## src/rtl/systolic_pkg.sv

```systemverilog
// Shared sizes, sequencer state encoding and flat-lane helpers for the
// input-stationary systolic array feeder.
`ifndef SYSTOLIC_PKG_SV
`define SYSTOLIC_PKG_SV

// Lane i of a flat vector whose lanes are w bits wide.
`define SYS_LANE(vec, i, w) vec[(i)*(w) +: (w)]

package systolic_pkg;

  localparam int DEF_INPUT_WIDTH  = 16;
  localparam int DEF_WEIGHT_WIDTH = 16;
  localparam int DEF_PSUM_WIDTH   = 32;
  localparam int DEF_ARRAY_HEIGHT = 4;
  localparam int DEF_ARRAY_WIDTH  = 4;
  localparam int DEF_MAX_ROWS     = 16;

  typedef enum logic [2:0] {
    IDLE,
    FILL,
    LOAD,
    STREAM,
    DRAIN
  } seq_state_t;

endpackage

`endif

```

## src/rtl/is_row_buffer.sv

```systemverilog
// Row store with synchronous write and a registered read port; a write to
// the address being read is forwarded so a just-arrived row is never stale.
module is_row_buffer #(
  parameter int WIDTH = 16,
  parameter int DEPTH = 4,
  localparam int AW = (DEPTH > 1) ? $clog2(DEPTH) : 1
) (
  input  logic             clk,
  input  logic             rst_n,
  input  logic             we,
  input  logic [AW-1:0]    waddr,
  input  logic [WIDTH-1:0] wdata,
  input  logic [AW-1:0]    raddr,
  output logic [WIDTH-1:0] rdata
);

  logic [WIDTH-1:0] mem [DEPTH];

  always_ff @(posedge clk) begin
    if (we) mem[waddr] <= wdata;
  end

  always_ff @(posedge clk or negedge rst_n) begin
    if (!rst_n) begin
      rdata <= '0;
    end else if (we && (waddr == raddr)) begin
      rdata <= wdata;
    end else begin
      rdata <= mem[raddr];
    end
  end

endmodule

```

## src/rtl/systolic_is_sequencer.sv

```systemverilog
// Buffers one input tile plus a run of weight rows, replays them to the
// skewed systolic array as gap-free bursts and captures one psum row per weight row.
module systolic_is_sequencer
  import systolic_pkg::*;
#(
  parameter int INPUT_WIDTH  = DEF_INPUT_WIDTH,
  parameter int WEIGHT_WIDTH = DEF_WEIGHT_WIDTH,
  parameter int PSUM_WIDTH   = DEF_PSUM_WIDTH,
  parameter int ARRAY_HEIGHT = DEF_ARRAY_HEIGHT,
  parameter int ARRAY_WIDTH  = DEF_ARRAY_WIDTH,
  parameter int MAX_ROWS     = DEF_MAX_ROWS,
  parameter int OUT_LATENCY  = ARRAY_HEIGHT + ARRAY_WIDTH - 1
) (
  input  logic                                 clk,
  input  logic                                 rst_n,
  input  logic                                 start,
  input  logic [$clog2(MAX_ROWS+1)-1:0]        cfg_rows,
  input  logic                                 in_valid,
  output logic                                 in_ready,
  input  logic [ARRAY_HEIGHT*INPUT_WIDTH-1:0]  in_data,
  input  logic                                 w_valid,
  output logic                                 w_ready,
  input  logic [ARRAY_WIDTH*WEIGHT_WIDTH-1:0]  w_data,
  output logic                                 input_en,
  output logic                                 process_en,
  output logic [ARRAY_HEIGHT*INPUT_WIDTH-1:0]  input_in,
  output logic [ARRAY_WIDTH*WEIGHT_WIDTH-1:0]  weight_in,
  input  logic [ARRAY_WIDTH*PSUM_WIDTH-1:0]    psum_out,
  output logic                                 out_valid,
  output logic [ARRAY_WIDTH*PSUM_WIDTH-1:0]    out_data,
  output logic                                 out_last,
  output logic                                 busy,
  output logic                                 done,
  output logic                                 cfg_err
);

  localparam int RW   = $clog2(MAX_ROWS + 1);
  localparam int IC_W = $clog2(ARRAY_HEIGHT + 1);
  localparam int IA_W = (ARRAY_HEIGHT > 1) ? $clog2(ARRAY_HEIGHT) : 1;
  localparam int WA_W = (MAX_ROWS > 1) ? $clog2(MAX_ROWS) : 1;
  localparam int T_W  = $clog2(OUT_LATENCY + 1);
  localparam int CW   = (RW > IC_W) ? RW : IC_W;

  seq_state_t      state, state_nxt;
  logic [RW-1:0]   rows;
  logic [IC_W-1:0] in_cnt;
  logic [RW-1:0]   w_cnt;
  logic [CW-1:0]   cnt;
  logic [T_W-1:0]  tmr;
  logic [RW-1:0]   res_idx;
  logic            cfg_ok, in_acc, w_acc, in_full_nxt, w_full_nxt, capture, last_cap;
  logic [IA_W-1:0] in_waddr, in_raddr;
  logic [WA_W-1:0] w_waddr, w_raddr;

  assign busy = (state != IDLE);

  always_comb begin
    cfg_ok      = (cfg_rows != '0) && (cfg_rows <= RW'(MAX_ROWS));
    in_ready    = (state == FILL) && (in_cnt != IC_W'(ARRAY_HEIGHT));
    w_ready     = (state == FILL) && (w_cnt != rows);
    in_acc      = in_valid && in_ready;
    w_acc       = w_valid && w_ready;
    in_full_nxt = ((in_cnt + IC_W'(in_acc)) == IC_W'(ARRAY_HEIGHT));
    w_full_nxt  = ((w_cnt + RW'(w_acc)) == rows);
    // The capture window opens OUT_LATENCY cycles after the first STREAM
    // cycle and may still be open during STREAM for short arrays.
    capture     = ((state == STREAM) || (state == DRAIN)) &&
                  (tmr == T_W'(OUT_LATENCY)) && (res_idx != rows);
    last_cap    = capture && (res_idx == (rows - 1'b1));
    in_waddr    = IA_W'(in_cnt);
    w_waddr     = WA_W'(w_cnt);
    // Read one row ahead so the registered read lands in the replay cycle.
    in_raddr    = (state == LOAD) ? IA_W'(cnt + 1'b1) : '0;
    w_raddr     = (state == STREAM) ? WA_W'(cnt + 1'b1) : '0;
  end

  always_comb begin
    state_nxt = state;
    case (state)
      IDLE:    if (start && cfg_ok) state_nxt = FILL;
      FILL:    if (in_full_nxt && w_full_nxt) state_nxt = LOAD;
      LOAD:    if (cnt == CW'(ARRAY_HEIGHT - 1)) state_nxt = STREAM;
      STREAM:  if (cnt == CW'(rows - 1'b1)) state_nxt = DRAIN;
      DRAIN:   if (done) state_nxt = IDLE;
      default: state_nxt = IDLE;
    endcase
  end

  always_ff @(posedge clk or negedge rst_n) begin
    if (!rst_n) begin
      state      <= IDLE;
      rows       <= '0;
      in_cnt     <= '0;
      w_cnt      <= '0;
      cnt        <= '0;
      tmr        <= '0;
      res_idx    <= '0;
      input_en   <= 1'b0;
      process_en <= 1'b0;
      out_valid  <= 1'b0;
      out_last   <= 1'b0;
      out_data   <= '0;
      done       <= 1'b0;
      cfg_err    <= 1'b0;
    end else begin
      state   <= state_nxt;
      cfg_err <= (state == IDLE) && start && !cfg_ok;
      if ((state == IDLE) && start && cfg_ok) rows <= cfg_rows;

      in_cnt <= (state == FILL) ? in_cnt + IC_W'(in_acc) : '0;
      w_cnt  <= (state == FILL) ? w_cnt + RW'(w_acc) : '0;
      cnt    <= ((state_nxt == state) && ((state == LOAD) || (state == STREAM))) ?
                cnt + 1'b1 : '0;

      // Enables follow the next state so they align with LOAD/STREAM exactly.
      input_en   <= (state_nxt == LOAD);
      process_en <= (state_nxt == STREAM);

      if ((state == STREAM) || (state == DRAIN)) begin
        if (tmr != T_W'(OUT_LATENCY)) tmr <= tmr + 1'b1;
        res_idx <= res_idx + RW'(capture);
      end else begin
        tmr     <= '0;
        res_idx <= '0;
      end

      out_valid <= capture;
      out_last  <= last_cap;
      done      <= last_cap;
      if (capture) out_data <= psum_out;
    end
  end

  is_row_buffer #(
    .WIDTH(ARRAY_HEIGHT * INPUT_WIDTH),
    .DEPTH(ARRAY_HEIGHT)
  ) u_in_buf (
    .clk   (clk),
    .rst_n (rst_n),
    .we    (in_acc),
    .waddr (in_waddr),
    .wdata (in_data),
    .raddr (in_raddr),
    .rdata (input_in)
  );

  is_row_buffer #(
    .WIDTH(ARRAY_WIDTH * WEIGHT_WIDTH),
    .DEPTH(MAX_ROWS)
  ) u_w_buf (
    .clk   (clk),
    .rst_n (rst_n),
    .we    (w_acc),
    .waddr (w_waddr),
    .wdata (w_data),
    .raddr (w_raddr),
    .rdata (weight_in)
  );

endmodule

```

## config.mk

```make
export PLATFORM = sky130hd
export DESIGN_NAME = systolic_is_sequencer
export DESIGN_NICKNAME = d
export VERILOG_FILES = /design/src/rtl/systolic_pkg.sv /design/src/rtl/is_row_buffer.sv /design/src/rtl/systolic_is_sequencer.sv
export SDC_FILE = /design/constraint.sdc
export NUM_CORES = 2
export LEC_CHECK = 0
export BUFFER_PORTS_ARGS = -buffer_cell sky130_fd_sc_hd__buf_2
export CORE_MARGIN = 2
export CORE_UTILIZATION = 48
export CTS_BUF_LIST = sky130_fd_sc_hd__clkbuf_4
export CTS_CLUSTER_SIZE = 24
export DETAILED_ROUTE_END_ITERATION = 8
export PLACE_DENSITY_LB_ADDON = 0.12
export SYNTH_ARGS = -nofsm -noshare
export SYNTH_HDL_FRONTEND = slang
export SYNTH_HIERARCHICAL = 1
export SYNTH_SLANG_ARGS = --single-unit
```

## constraint.sdc

```tcl
create_clock -name clk -period 8.8 [get_ports clk]
set_input_delay 2.2 -clock clk [delete_from_list [all_inputs] [get_ports clk]]
set_output_delay 2.2 -clock clk [all_outputs]
set_load 0.005 [all_outputs]
```

# After elaboration in Yosys (flattened, before gate mapping)
# Memories as Yosys holds them, arrays and structs flattened. A register that Yosys moved wholly into a read port is not among the register bits.
# Index checks and enable logic that the tools add are counted.
# W data, S select, Z words.
# totals
register_bits	162
ramBits	1280
in_bits	266
output_inout_bits	265
elab_cells	80
mem_count	2
# op_classes
add_sub_neg	6
order_cmp	1
eq_ne	18
mux	18
reduce_logical	22
# mem_list
memory	words	width	read_ports	rd_clocked_by_memory_dff	wr	line_no	rtl
u_w_buf.mem	16	64	1	1	1	is_row_buffer.sv:17	logic [WIDTH-1:0] mem [DEPTH];
u_in_buf.mem	4	64	1	1	1	is_row_buffer.sv:17	
# ops
cell	count
$mux W3	8
$eq A5 B5 Y1	3
$mux W5	3
$pmux W3 S5	1
$logic_and A1 B1 Y1	14
$eq A3 B2 Y1 const B	4
$add A5 B1 Y5	2
$ne A5 B5 Y1	2
$eq A3 B3 Y1 const B	3
$ne A3 B3 Y1 const B	2
$add A5 B1 Y5 const B	1
$eq A5 B2 Y1 const B	1
$le A5 B5 Y1 const B	1
$reduce_bool A5 Y1	1
$sub A5 B1 Y5 const B	1
$mux W1	4
$mux W4	1
$add A3 B1 Y3	1
$add A3 B1 Y3 const B	1
$eq A3 B1 Y1 const B	1
$eq A3 B3 Y1	1
$logic_not A1 Y1	3
$logic_not A3 Y1	1
$reduce_bool A3 Y1	1
other kinds (3)	4

# Longest topological paths before layout
# logic_depth
word_depth	11
depth_mapped	12
mapped_depth_nobuf	10

# Modules after synthesis
# Netlist, hierarchy kept.
# by_module_without_submodules
mod	n_inst	cells_each	area_each_um2	seq_area_each_um2
is_row_buffer at u_w_buf	1	1724	40681.5	32351.0
is_row_buffer at u_in_buf	1	476	11906.4	9288.9
systolic_is_sequencer	1	463	7272.0	4053.9

# Worst setup path after synthesis
# No wires, ideal clock.
# synth_path
path_type	in2reg
startpoint	input w_valid
endpoint	memory u_w_buf/mem[0][0] (netlist bit), enable pin
setup_time_ns	0.565
arrival_time_ns	7.244
t_required_ns	8.235
setup_slack_ns	0.992
path_stages	3
cell_sequence	and2_1 > or3b_2 > nor3_1
# synth_between
elab_chain_len	3
# synth_rtl
element	line_no	rtl
start, declared	systolic_is_sequencer.sv:21	input logic w_valid,
$logic_and A1 B1 Y1	systolic_is_sequencer.sv:62	w_acc = w_valid && w_ready;
$mux W1	is_row_buffer.sv:20	if (we) mem[waddr] <= wdata;
$mux W1 (not written as such)	is_row_buffer.sv:20	
end, declared	is_row_buffer.sv:17	
# Every way passes these cells.

# Final worst setup path
# layout_path
startpoint	register state[0]
endpoint	output w_ready
# layout_between
elab_chain_len	2
# layout_rtl
element	line_no	rtl
start, declared	systolic_is_sequencer.sv:44	seq_state_t state, state_nxt;
start signal, assigned	systolic_is_sequencer.sv:106	state <= state_nxt;
$eq A3 B1 Y1	systolic_is_sequencer.sv:60	w_ready = (state == FILL) && (w_cnt != rows);
$logic_and A1 B1 Y1	systolic_is_sequencer.sv:60	
end, declared	systolic_is_sequencer.sv:22	output logic w_ready,
# Every way passes these cells.

==> results.sh <==
export IMPL_status="finished with violations"
export IMPL_violations="design-rule violations"
export IMPL_path_class="reg -> out"
export IMPL_synth_xor_xnor_area_share_pct=0.690
export IMPL_syn_inst=2663
export IMPL_nNetsFinal=3789
export IMPL_synth_mux_area_share_pct=18.0
export IMPL_post_synth_and_or_nand_nor_area_fraction_pct=1.41
export IMPL_htree_levels=5
export IMPL_min_path_type="reg -> reg"
export IMPL_worst_pin_slew_ns=1.24
export IMPL_ir_worst_vdd_mv=0.142
export IMPL_fmax_mhz=192
export IMPL_clockRootBuffer="clkbuf_4"
export IMPL_cap_viol_max_count=0
export IMPL_synth_ff_latch_count=1570
export IMPL_grt_pass1_wl_um=203000
export IMPL_finalInstanceArea_um2=69300
export IMPL_postcts_resize_cnt=0
export IMPL_post_synth_fa_ha_maj_area_fraction_pct=0.209
export IMPL_static_leakage_power_nw=25.0
export IMPL_yosys_area_top_type="edfxtp_1"
export IMPL_die_height_um=357
export IMPL_grt_pass1_vias=32351
export IMPL_totalPowerFinal_mw=14.3
export IMPL_detailedRoute_firstPassIterationCount=9
export IMPL_synth_compound_gate_area_share_pct=1.77
export IMPL_synth_top_area_share_pct=64.2
export IMPL_pre_cts_ws_ns=3.64
export IMPL_pwr_density_cell_nw_per_um2=207
export IMPL_critPathRequiredTime_ns=6.60
export IMPL_worst_reg2reg_path_startpoint="state[0]$_DFF_PN0_"
export IMPL_postSynth_asyncResetShare_pct=18.5
export IMPL_layout_drive_gt1_share_pct=47.4
export IMPL_clock_skew_ns=0.0825
export IMPL_rsz0062_at_grt="false"
export IMPL_fp_row_count=129
export IMPL_cts_hold_fix_buffers=0
export IMPL_die_area_um2=128000
export IMPL_place_hpwl_um=78100
export IMPL_finalCritPeriodShare_pct=59.3
export IMPL_drt_vias_per_instance=5.50
export IMPL_ys_seq_area_share_pct=76.3
export IMPL_numCtsBuffers=405
export IMPL_cts_sinks=1570
export IMPL_yosys_top_cells_count="edfxtp_1, mux4_2, dfrtp_1"
export IMPL_synth_main_ff_cell="edfxtp_1"
export IMPL_fin_cells=5476
export IMPL_worst_setup_path_end_kind="primary output"
export IMPL_via_count=30132
export IMPL_die_width_um=357
export IMPL_post_cts_buffers=0
export IMPL_start_util_pct=48.4
export IMPL_worst_ep_arrival_time_ns=3.02
export IMPL_finalWorstPathRequiredPeriod_ns=5.22
export IMPL_place_detailed_instances=4743
export IMPL_remaining_routing_drc_violations=70
export IMPL_layout_area_overhead_vs_synth_pct=15.8
export IMPL_cell_area_after_placement_um2=64300
export IMPL_antenna_violating_nets_post_route=0
export IMPL_yosysUniqueCellTypes=56
export IMPL_globalplace_congestion=0.835
export IMPL_slew_headroom_pct=17.5
export IMPL_pin_count_of_the_biggest_net_entering_global_routing=152
export IMPL_cts_buffer_depth=4
export IMPL_place_port_buffers=530
export IMPL_clk_insertion_delay_late_ns=1.27
export IMPL_synth_most_common_cell="edfxtp_1"
export IMPL_synthesis_nets=2939
export IMPL_globalRoute_totalOverflow=0
export IMPL_synthesized_area_per_cell_um2=22.5
export IMPL_timing_hold_violations_final=0
export IMPL_detail_route_wl_per_cell_um=25.3
export IMPL_crit_path_start_kind="register"
export IMPL_timing_critical_path_from="state[0]$_DFF_PN0_"
export IMPL_drt_wl_total_um=138000
export IMPL_setup_ws_ns=3.58
export IMPL_post_synth_main_area_contributors="edfxtp_1, dfrtp_1, mux4_2"
export IMPL_ios=531
export IMPL_yosys_warnings=6
export IMPL_main_combinational_cell_family_by_area_after_synthesis="multiplexers"
export IMPL_timing_setup_tns_ns=0
export IMPL_final_core_utilization_pct=56.0
export IMPL_grt_antenna_before_repair=29
export IMPL_final_setup_viol_count=0
export IMPL_slew_violations=0
export IMPL_clkTransAtPathRegs_ns=0.06
export IMPL_synth_area_um2=59900
export IMPL_core_um2=124000
export IMPL_worstPathMaxFanout=6
export IMPL_fin_worst_hold_slack_ns=0.503
export IMPL_hold_path_startpoint="out_data[127]$_DFFE_PN0P_"
export IMPL_post_synth_edffs=1280
export IMPL_global_route_usage_total_pct=21.7
export IMPL_dr_first_iter_drc_count=2293
export IMPL_cts_tree="built"
-- power breakdown --
part           internal, mW  switching (mW)
combinational        0.0989           0.167
clock                  3.15            2.82
sequential             8.06          0.0175
total                  11.3            3.00
-- cell type report --
| cell class | count | area (um^2) |
|---|---|---|
| Inverter | 7 | 26.3 |
| Multi-Input combinational cell | 949 | 13400 |
| Timing Repair Buffer | 580 | 3060 |
| Sequential cell | 1570 | 45700 |
| Clock buffer | 597 | 4480 |
| Fill cell | 9714 | 54500 |
| Clock inverter | 116 | 510 |
| Tap cell | 1637 | 2050 |
| Antenna cell | 20 | 50.0 |
-- cells by family after synthesis --
group	Yosys count
AND/OR/NAND/NOR	171
multiplexers	584
flip-flops	1570
adder cells (fa/ha/maj)	10
AO/OA/AOI/OAI	141
buffers and inverters	144
XOR/XNOR	43
-- flip-flops by register name, summed over array words and instances, names as in the netlist, 5 cells and up --
signal,cells
w_cnt,5
res_idx,5
out_data,128
u_w_buf/rdata,64
rows,5
u_w_buf/mem,1024
u_in_buf/rdata,64
cnt,5
u_in_buf/mem,256
-- placed cells by master (no fill, tap or decap), types with 10 or more instances in the layout --
cell	instances
clkbuf_4	597
xor2_1	14
nor2_4	18
a22oi_1	127
buf_4	48
and2_1	10
clkinv_2	12
nand2_1	75
mux4_2	317
mux2_2	103
diode_2	20
nor2_1	18
edfxtp_1	1280
buf_2	529
xnor2_1	26
dfrtp_1	290
ha_1	10
clkinv_1	98
nand3_1	10
mux2_4	158
-- layer usage --
metal	wire length [um]	GRT usage [%]
met4	3080	7.63
met3	9770	6.07
met5	79	0
met2	69800	35.4
met1	55600	28.2
-- worst paths after layout --
path	endpoint	slack [ns]	depth (start not counted)
setup / recovery	w_ready	3.58	4
setup reg to reg	u_w_buf/mem[7][52]$_DFFE_PP_	4.37	7
max in group asynchronous	out_data[9]$_DFFE_PN0P_	6.50	2
hold reg to reg	out_data[127]$_DFFE_PN0P_	0.50	1
hold / removal	out_data[127]$_DFFE_PN0P_	0.50	1
min in group asynchronous	u_w_buf/rdata[40]$_DFF_PN0_	0.92	1
-- worst max-delay path, stage by stage (launching register included) --
cell and delay, ns:
dfrtp_1 0.46, inv_1 0.15, or3_1 0.47, a41oi_1 0.46
buf_2 0.24
Note: power is estimated with default switching activity, not from simulation.
